--- src/rtl/seg_pkg.sv ---
// ---------------------------------------------------------------------------
// seg_pkg
// Shared definitions for the multiplexed 7-segment scan controller:
//   SEG_TABLE  - 16-entry active-low hex glyph table, {dp,g,f,e,d,c,b,a}
//   SEG_BLANK  - all segments off
//   SEG_DASH   - middle bar only, shown on every digit on decimal overflow
//   segState_t - controller state (IDLE / CONV)
//   segPow10   - constant helper used to size the decimal overflow limit
// ---------------------------------------------------------------------------
package seg_pkg;

  localparam logic [7:0] SEG_BLANK = 8'hFF;
  localparam logic [7:0] SEG_DASH  = 8'hBF;

  // Index n holds the glyph for hex digit n; the dp bit (bit 7) is off here.
  localparam logic [15:0][7:0] SEG_TABLE = {
    8'h8E, 8'h86, 8'hA1, 8'hC6, 8'h83, 8'h88, 8'h90, 8'h80,
    8'hF8, 8'h82, 8'h92, 8'h99, 8'hB0, 8'hA4, 8'hF9, 8'hC0
  };

  typedef enum logic {
    IDLE = 1'b0,
    CONV = 1'b1
  } segState_t;

  // 10^n as a 64-bit constant; 10^8 still fits comfortably.
  function automatic logic [63:0] segPow10(input int n);
    logic [63:0] v;
    v = 64'd1;
    for (int i = 0; i < n; i++) begin
      v = v * 64'd10;
    end
    return v;
  endfunction

endpackage

--- src/rtl/seg_bcd_conv.sv ---
// ---------------------------------------------------------------------------
// seg_bcd_conv
// Sequential binary-to-BCD converter (shift-add-3), one bit per clock,
// 4*DIGITS clocks per conversion. Only instantiated when SEG_BCD_EN is set.
// Ports:
//   clk   - system clock, rising edge
//   RST   - asynchronous active-low reset, aborts a running conversion
//   start - begin converting bin (ignored while busy)
//   bin   - unsigned binary value, 4*DIGITS bits
//   busy  - conversion running
//   done  - high in the final conversion cycle; bcd is valid in that cycle
//   bcd   - DIGITS packed BCD digits (combinational, valid with done)
//   ovf   - bin was larger than 10^DIGITS-1; bcd is meaningless then
// ---------------------------------------------------------------------------
module seg_bcd_conv
  import seg_pkg::*;
#(
  parameter int DIGITS = 8
) (
  input  logic                clk,
  input  logic                RST,
  input  logic                start,
  input  logic [4*DIGITS-1:0] bin,
  output logic                busy,
  output logic                done,
  output logic [4*DIGITS-1:0] bcd,
  output logic                ovf
);

  localparam int W    = 4 * DIGITS;
  localparam int CW   = $clog2(W);
  localparam logic [CW-1:0] LAST = CW'(W - 1);
  localparam logic [63:0]   MAXV = segPow10(DIGITS) - 64'd1;

  logic [W-1:0]  r_bin;
  logic [W-1:0]  r_bcd;
  logic [CW-1:0] r_cnt;
  logic          r_active;
  logic          r_ovf;
  logic [W-1:0]  w_adj;
  logic [W-1:0]  w_bcdNext;

  // Add-3 correction on every BCD digit that would overflow when doubled,
  // then shift the next binary MSB in. The result is exposed directly so
  // the parent can take it in the same cycle the last shift happens.
  always_comb begin
    w_adj = r_bcd;
    for (int i = 0; i < DIGITS; i++) begin
      if (r_bcd[4*i +: 4] >= 4'd5) begin
        w_adj[4*i +: 4] = r_bcd[4*i +: 4] + 4'd3;
      end
    end
    w_bcdNext = {w_adj[W-2:0], r_bin[W-1]};
  end

  // Conversion engine. Overflow is decided once from the captured input,
  // because the digit register is too narrow to hold an overflowing value.
  always_ff @(posedge clk or negedge RST) begin
    if (!RST) begin
      r_bin    <= '0;
      r_bcd    <= '0;
      r_cnt    <= '0;
      r_active <= 1'b0;
      r_ovf    <= 1'b0;
    end else if (start && !r_active) begin
      r_bin    <= bin;
      r_bcd    <= '0;
      r_cnt    <= '0;
      r_active <= 1'b1;
      r_ovf    <= ({{(64-W){1'b0}}, bin} > MAXV);
    end else if (r_active) begin
      r_bin <= r_bin << 1;
      r_bcd <= w_bcdNext;
      r_cnt <= r_cnt + CW'(1);
      if (r_cnt == LAST) begin
        r_active <= 1'b0;
      end
    end
  end

  assign busy = r_active;
  assign done = r_active && (r_cnt == LAST);
  assign bcd  = w_bcdNext;
  assign ovf  = r_ovf;

endmodule

--- src/rtl/seg_scan_ctrl.sv ---
// ---------------------------------------------------------------------------
// seg_scan_ctrl
// Time-multiplexed driver for DIGITS common-anode 7-segment digits. Each
// digit is lit for DIV clocks in turn; segments and anodes are registered.
// Optional decimal display is compiled in only when the macro SEG_BCD_EN
// is defined; otherwise mode is ignored and busy is tied low.
// Ports:
//   clk      - system clock, rising edge
//   RST      - asynchronous active-low reset
//   load     - one-cycle strobe capturing din / dp / mode
//   mode     - 0 hex display, 1 unsigned decimal display
//   din      - value to display, 4*DIGITS bits
//   dp       - decimal-point enables, bit i for digit i
//   blank_lz - leading-zero blanking, used live
//   busy     - decimal conversion in progress
//   SEG      - active-low segments {dp,g,f,e,d,c,b,a}
//   AN       - active-low one-hot digit enables
// ---------------------------------------------------------------------------
module seg_scan_ctrl
  import seg_pkg::*;
#(
  parameter int DIGITS = 8,
  parameter int DIV    = 100000
) (
  input  logic                clk,
  input  logic                RST,
  input  logic                load,
  input  logic                mode,
  input  logic [4*DIGITS-1:0] din,
  input  logic [DIGITS-1:0]   dp,
  input  logic                blank_lz,
  output logic                busy,
  output logic [7:0]          SEG,
  output logic [DIGITS-1:0]   AN
);

  localparam int IDX_W = (DIGITS > 1) ? $clog2(DIGITS) : 1;
  localparam int PRE_W = $clog2(DIV);

  logic [PRE_W-1:0]    r_presc;
  logic [IDX_W-1:0]    r_idx;
  logic [4*DIGITS-1:0] r_disp;
  logic [DIGITS-1:0]   r_dpLatch;
  logic                r_ovf;
  logic [7:0]          r_seg;
  logic [DIGITS-1:0]   r_an;

  logic                w_loadHex;
  logic                w_lastTick;
  logic                w_upperZero;
  logic                w_blank;
  logic [3:0]          w_nibble;
  logic [7:0]          w_segNext;
  logic [DIGITS-1:0]   w_anNext;

`ifdef SEG_BCD_EN
  segState_t           r_state;
  segState_t           w_stateNext;
  logic                w_busy;
  logic                w_startConv;
  logic                w_convBusy;
  logic                w_convDone;
  logic                w_convOvf;
  logic [4*DIGITS-1:0] w_convBcd;
  logic [DIGITS-1:0]   r_dpPend;

  // State register: IDLE while showing, CONV while the converter runs.
  always_ff @(posedge clk or negedge RST) begin
    if (!RST) begin
      r_state <= IDLE;
    end else begin
      r_state <= w_stateNext;
    end
  end

  // Next state: a decimal load starts a conversion; the converter's final
  // cycle returns to IDLE together with the display update.
  always_comb begin
    w_stateNext = r_state;
    case (r_state)
      IDLE:    if (load && mode) w_stateNext = CONV;
      CONV:    if (w_convDone || !w_convBusy) w_stateNext = IDLE;
      default: w_stateNext = IDLE;
    endcase
  end

  // Outputs of the FSM: loads are only accepted in IDLE, so a strobe that
  // arrives during a conversion is dropped.
  always_comb begin
    w_busy      = (r_state == CONV);
    w_startConv = (r_state == IDLE) && load && mode;
    w_loadHex   = (r_state == IDLE) && load && !mode;
  end

  // Decimal-point enables wait here until the converted digits land, so
  // the old display stays intact during conversion.
  always_ff @(posedge clk or negedge RST) begin
    if (!RST) begin
      r_dpPend <= '0;
    end else if (w_startConv) begin
      r_dpPend <= dp;
    end
  end

  seg_bcd_conv #(
    .DIGITS (DIGITS)
  ) u_conv (
    .clk   (clk),
    .RST   (RST),
    .start (w_startConv),
    .bin   (din),
    .busy  (w_convBusy),
    .done  (w_convDone),
    .bcd   (w_convBcd),
    .ovf   (w_convOvf)
  );

  assign busy = w_busy;
`else
  logic w_modeEff;

  // Without the converter every load is a hex load.
  assign w_modeEff = mode & 1'b0;
  assign w_loadHex = load && !w_modeEff;
  assign busy      = 1'b0;
`endif

  // Prescaler and digit index: the index advances once every DIV clocks.
  assign w_lastTick = (r_presc == PRE_W'(DIV - 1));

  always_ff @(posedge clk or negedge RST) begin
    if (!RST) begin
      r_presc <= '0;
      r_idx   <= '0;
    end else if (w_lastTick) begin
      r_presc <= '0;
      r_idx   <= (r_idx == IDX_W'(DIGITS - 1)) ? '0 : r_idx + IDX_W'(1);
    end else begin
      r_presc <= r_presc + PRE_W'(1);
    end
  end

  // Display register, dp latch and overflow flag. A hex load clears any
  // overflow left over from an earlier decimal conversion.
  always_ff @(posedge clk or negedge RST) begin
    if (!RST) begin
      r_disp    <= '0;
      r_dpLatch <= '0;
      r_ovf     <= 1'b0;
    end else if (w_loadHex) begin
      r_disp    <= din;
      r_dpLatch <= dp;
      r_ovf     <= 1'b0;
`ifdef SEG_BCD_EN
    end else if (w_convDone) begin
      r_disp    <= w_convBcd;
      r_dpLatch <= r_dpPend;
      r_ovf     <= w_convOvf;
`endif
    end
  end

  // A digit is a leading zero when it and every digit above it are zero.
  always_comb begin
    w_upperZero = 1'b1;
    for (int i = 0; i < DIGITS; i++) begin
      if ((i >= int'(r_idx)) && (r_disp[4*i +: 4] != 4'h0)) begin
        w_upperZero = 1'b0;
      end
    end
  end

  assign w_nibble = r_disp[{r_idx, 2'b00} +: 4];
  assign w_blank  = blank_lz && (r_idx != '0) && w_upperZero;
  assign w_anNext = ~(DIGITS'(1) << r_idx);

  // Segment selection, lowest to highest priority: glyph, dp, blanking,
  // overflow dash (which wins over blanking and clears dp).
  always_comb begin
    w_segNext = SEG_TABLE[w_nibble];
    if (r_dpLatch[r_idx]) begin
      w_segNext[7] = 1'b0;
    end
    if (w_blank) begin
      w_segNext = SEG_BLANK;
    end
    if (r_ovf) begin
      w_segNext = SEG_DASH;
    end
  end

  // Registered outputs so the pins change cleanly once per clock.
  always_ff @(posedge clk or negedge RST) begin
    if (!RST) begin
      r_seg <= SEG_BLANK;
      r_an  <= '1;
    end else begin
      r_seg <= w_segNext;
      r_an  <= w_anNext;
    end
  end

  assign SEG = r_seg;
  assign AN  = r_an;

endmodule

--- config.mk ---
export PLATFORM = sky130hd
export DESIGN_NAME = seg_scan_ctrl
export DESIGN_NICKNAME = d
export VERILOG_FILES = /design/src/rtl/seg_pkg.sv /design/src/rtl/seg_bcd_conv.sv /design/src/rtl/seg_scan_ctrl.sv
export SDC_FILE = /design/constraint.sdc
export NUM_CORES = 1
export LEC_CHECK = 0
export CORE_ASPECT_RATIO = 1.4
export CORE_MARGIN = 2
export CORE_UTILIZATION = 48
export CTS_CLUSTER_DIAMETER = 200
export DETAILED_ROUTE_END_ITERATION = 8
export GPL_ROUTABILITY_DRIVEN = 0
export HOLD_SLACK_MARGIN = 0.06
export PLACE_DENSITY = 0.84
export SLEW_MARGIN = 10
export SYNTH_ARGS = -nofsm -noshare
export SYNTH_HDL_FRONTEND = slang
export SYNTH_SLANG_ARGS = --single-unit
--- constraint.sdc ---
create_clock -name clk -period 2.6 [get_ports clk]
set_clock_uncertainty 0.2 [all_clocks]
set_input_delay 0.78 -clock clk [delete_from_list [all_inputs] [get_ports clk]]
set_output_delay 0.78 -clock clk [all_outputs]
set_load 0.01 [all_outputs]
Word level (Yosys, flattened, before mapping):

Memories as Yosys holds them, arrays and structs flattened.
Index checks and enable logic that the tools add are counted.

* bits in read-only memories: 128
* input port bits: 45
* output and inout port bits: 17
* bits in registers: 76
* memories: 1

Memory list
* (name not given): words 16, width 8, read ports 1, clocked after memory_dff 0, wr ports 0, RTL line seg_scan_ctrl.sv:180 `w_segNext = SEG_TABLE[w_nibble];`

* $add $sub $neg: 2
* muxes and demuxes: 15
* order comparisons: 9
* equality and inequality tests: 2
* reduce and logical (&&, ||, !) cells: 18
* shift-type cells: 2
* bitwise gates (word level): 1

Operators with widths (count)
* $reduce_bool 4->1: 8
* $shiftx 32x6->4: 1
* $add 17x1->17 const B: 1
* $eq 17x17->1 const B: 1
* $mux 17: 1
* $mux 8: 2
* $mux 1: 10
* $ge 3x3->1 const A: 3
* $logic_and 1x1->1: 9
* $not 8->8: 1
* $shl 1x3->8 const A: 1
* $ge 1x3->1 const A: 2
* $ge 2x3->1 const A: 2
* $lt 4x5->1 const B: 1
* $lt 3x4->1 const B: 1
* $add 3x1->3 const B: 1
* $bmux 1 s3: 1
* $eq 3x3->1 const B: 1
* $mux 3: 1
* $reduce_bool 3->1: 1

Logic depth before layout (Yosys ltp):

* depth in word-level cells: 12
* depth in mapped cells: 10
* mapped depth without buffers: 8

Worst setup path after synthesis:

OpenSTA, ideal clock, no wires.

* kind: register -> register
* start: register r_idx[0]
* end: register r_seg[1] (netlist: SEG[1])
* buffers on the path: 2
* slack: 0.151 ns
* library setup time: 0.111 ns
* stages on the path, launching flop included: 11
* period minus slack after synthesis: 2.449 ns
* arrival: 2.138 ns
* cell sequence: dfrtp_1 buf_6 buf_4 nor2b_1 a211oi_1 a211oi_1 inv_1 ha_1 nor2_1 a211o_1 o311ai_0

* word-level cells in the longest chain between the ends: 12

RTL lines
* from (decl): RTL line seg_scan_ctrl.sv:41 `logic [IDX_W-1:0] r_idx;`
* from (signal assigned): RTL line seg_scan_ctrl.sv:137 `r_idx <= (r_idx == IDX_W'(DIGITS - 1)) ? '0 : r_idx + IDX_W'(1);`
* $ge 1x3->1: RTL line seg_scan_ctrl.sv:167 `if ((i >= int'(r_idx)) && (r_disp[4*i +: 4] != 4'h0)) begin`
* $logic_and 1x1->1: RTL line seg_scan_ctrl.sv:167
* $mux 1 (8 in a row): RTL line seg_scan_ctrl.sv:167
* $logic_and 1x1->1: RTL line seg_scan_ctrl.sv:174 `assign w_blank = blank_lz && (r_idx != '0) && w_upperZero;`
* $mux 8 *: RTL line seg_scan_ctrl.sv:184 `if (w_blank) begin`
* named net w_segNext[1]: RTL line seg_scan_ctrl.sv:53 `logic [7:0] w_segNext;`
* to (signal assigned): RTL line seg_scan_ctrl.sv:198 `r_seg <= w_segNext;`
* to (decl): RTL line seg_scan_ctrl.sv:45 `logic [7:0] r_seg;`

The timed path passes the listed nets; every way through them passes the cells marked *. The select of a mux whose other input is x is not followed.
A chain may end at the register's enable or synchronous reset.

Final worst setup path:

Ends and elaborated chain as after synthesis.

==> key figures <==
Outcome
  • Outcome: complete, no violations

Logic synthesis
  • Count of state elements after synthesis: between 70 and 80
  • Post-synthesis xor/xnor area fraction: 0.03627
  • Largest family of logic cells by synthesized area: multiplexers
  • Post-Syn Area: approximately 3600 µm²
  • Netlist cell types: between 40 and 50
  • Simple-Gate Fraction of Synth Area: 0.1109
  • Syn Nets: approximately 350
  • Synth Flop Type: dfrtp_1
  • Cell accounting for the most synthesized area: dfrtp_1
  • Synth Area in Adders: 0.04491
  • Post-Synthesis Cells: between 200 and 300
  • Register area share after synthesis: 0.5306
  • EDFF count, synth: 0
  • Yosys top cell area share: 0.4145
  • Syn avg cell area: approximately 13 µm²
  • Compound-Gate Fraction of Synth Area: 0.04767
  • Mux contribution to synthesized area: 0.2000
  • Synth top area cells: dfrtp_1 41%, mux2_2 13%, dfstp_2 12%, ha_1 4.5%, mux4_2 3.7%
  • Post-synth ARST share: 1.000
  • Yosys synthesis warning count: 0

Route
  • Routed Antenna Nets: 0
  • Total number of vias: between 2000 and 2500
  • DRT Pass-1 Iters: 4
  • 1st-iter DRT viols: around 130
  • DRC: 0
  • Routed WL per cell: 15.08 µm
  • Final WL: 6920 µm
  • Drt via density: ~5.3

Power
  • Leakage: between 0.0015 and 0.002 µW
  • Maximum vdd drop: approximately 0.00046 V
  • Power density over the cells: 571.4 nW/µm²
  • Power after layout: 2624 µW

Hold path
  • Worst Hold Class: input pin to asynchronous set/reset pin

Floorplanning
  • Die Ht: 106.8 µm
  • Starting Density: 0.4952
  • Chip width: approximately 77 µm
  • I/O pin total: 62
  • Core area: roughly 7300 µm²
  • Die area: slightly above 8000 µm²
  • Cell Rows: 37

Setup path
  • CP Cell Sequence: buf_4, mux4_2, nand2_1, nand2_1, inv_1, ha_1, nor2_1, a211o_1, o311ai_0
  • CP max FO: 10
  • CP Depth: 9
  • Most Frequent Cell on Critical Path: nand2_1
  • Highest-delay cell along the critical path: mux4_2
  • Arr. time, crit path: roughly 2.5 ns
  • CP Launch Type: flip-flop
  • CP top delay family: multiplexers
  • Worst reg2reg path depth: 9
  • CP peak stage delay: approximately 0.52 ns
  • CP required: ~2.7 ns
  • Crit Path Class: flip-flop to flip-flop
  • Crit. End Element: flip-flop
  • Crit path buf inv count: 2

Cells and area
  • Area grow syn2layout: 26.77%
  • Layout cells sized above 1: 0.2652
  • Commonest non-fill, non-tap cells in the layout: 60 x dfrtp_1, 58 x clkdlybuf4s50_1, 41 x mux2_2
  • Nets: 415
  • Commonest non-fill, non-tap cell in the layout: dfrtp_1
  • Design area: approximately 4600 µm²
  • Inserted Diodes: 0

GRT
  • Vias in the first global route: 2578
  • First-pass GRT wire length: between 10000 and 15000 µm
  • Initial antenna violation count: 0
  • Total grt overflow: 0
  • Largest net degree at the start of global routing: 77
  • GR Util All Layers: 0.1888

STA
  • RSZ-0062 raised after global routing: no
  • Final period utilization: 0.9354
  • Crit path time final: 2.432 ns
  • Setup violators final: 0
  • Final hold viol count: 0
  • Max Freq: just over 400 MHz
  • Final Max Tran Viols: 0

Clock network
  • Clock latency on the worst-skew pair: 0.36 ns
  • TritonCTS clock tree: yes
  • H-tree levels: 3
  • Post-CTS Hold Buffers: 0
  • Cts bufs inserted: 9
  • CTS sink count: 76
  • Clk root buf: clkbuf_8
  • Buffer depth of the longest clock path: 2
  • Clock-pin slew on the worst setup and hold paths: about 0.070 ns

Placed design
  • Post-DP Area: 4363 µm²
  • Detailed placer's ending HPWL: just over 5000 µm
  • PortBufs: 59

Flow run
  • Max Cap Viol: 0
stage by stage:
step | cells | hold slack (ns) | setup slack, ns | setup TNS (ns) | utilization
floorplan | 289 | 0.2515 | 0.1510 | 0 | -
global placement | 442 | 0.2722 | 0.04052 | 0 | 0.5965
detailed placement | 442 | 0.2846 | -0.1111 | -0.1501 | 0.5965
CTS | 458 | 0.2488 | 0.1057 | 0 | 0.6262
global route | 459 | 0.2698 | 0.004921 | 0 | 0.6278
finish | 459 | 0.2375 | 0.1680 | 0 | 0.6278
report_power, final:
part | total (µW) | internal [µW] | leakage (µW) | switching [µW]
Clock | 939 | 522 | 0.000110 | 417
Sequential | 1340 | 1280 | 0.000901 | 55.4
Combinational | 350 | 214 | 0.000915 | 136
cell usage after synthesis (all sizes together) (2+ instances only):
cell,instances
or3,3
buf,8
nand3,9
o22ai,2
mux4,8
ha,13
or4,2
xnor2,8
mux2,42
dfstp,16
nor3,4
inv,9
nor2b,4
nand2,21
nor4,7
nor2,18
nand4,3
o221ai,3
mux2i,6
a21oi,4
clkbuf,5
nor3b,2
xor2,7
a211oi,3
dfrtp,60
and3,3
o21ai,7
cell type report:
cell class	instances	area, µm²
tap	97	121.4
clock inverter	3	43.79
sequential	76	1922
multi-input combinational	190	1605
fill	588	2723
inverter	10	37.54
clock buffer	13	168.9
timing repair buffer	70	693.2
flip-flops by register name, summed over array words and instances, names as in the netlist:
| signal | cells |
|---|---|
| r_disp | 32 |
| r_presc | 17 |
| AN | 8 |
| SEG | 8 |
| r_dpLatch | 8 |
| r_idx | 3 |
what timing repair did:
| action | in CTS | in global routing |
|---|---|---|
| setup buffers | 0 | 1 |
| pin swaps | 0 | 1 |
| setup endpoints to repair | 2 | 2 |
| gates resized for setup | 1 | 1 |
worst register-to-register path, stage by stage (launching register included):
cell and delay, ns:
dfrtp_1 0.43, buf_4 0.23, mux4_2 0.52, nand2_1 0.09, nand2_1 0.07, inv_1 0.12
ha_1 0.25, nor2_1 0.17, a211o_1 0.12, o311ai_0 0.13
worst paths after layout:
kind,startpoint,to,slack (ns)
worst max-delay path,r_idx[0],SEG[1],0.17
worst min-delay path,RST,r_dpLatch[4],0.24
worst max register to register,r_idx[0],SEG[1],0.17
worst min register to register,r_presc[0],r_presc[0],0.29
max in group asynchronous,RST,SEG[1],1.62
min in group clk,r_presc[0],r_presc[0],0.29
cell families (layout without fill, tap and decap cells):
kind of cell / count (synthesis) / in the layout
AND/OR/NAND/NOR: 80 / 80
flip-flops: 76 / 76
XOR/XNOR: 15 / 15
adder cells (fa/ha/maj): 13 / 13
buffers and inverters: 23 / 96
AO/OA/AOI/OAI: 25 / 25
multiplexers: 56 / 56
other: 1 / 1
per-layer routing:
metal | part of all wire | up-vias | global-route usage
met3 | 0.038 | 14 | 0.04040
met1 | 0.41 | 1207 | 0.2237
met4 | 0.025 | 0 | 0.09694
met5 | 0 | - | 0
li1 | - | 1166 | -
met2 | 0.53 | 56 | 0.3224
(Power assumes the default switching activity.)
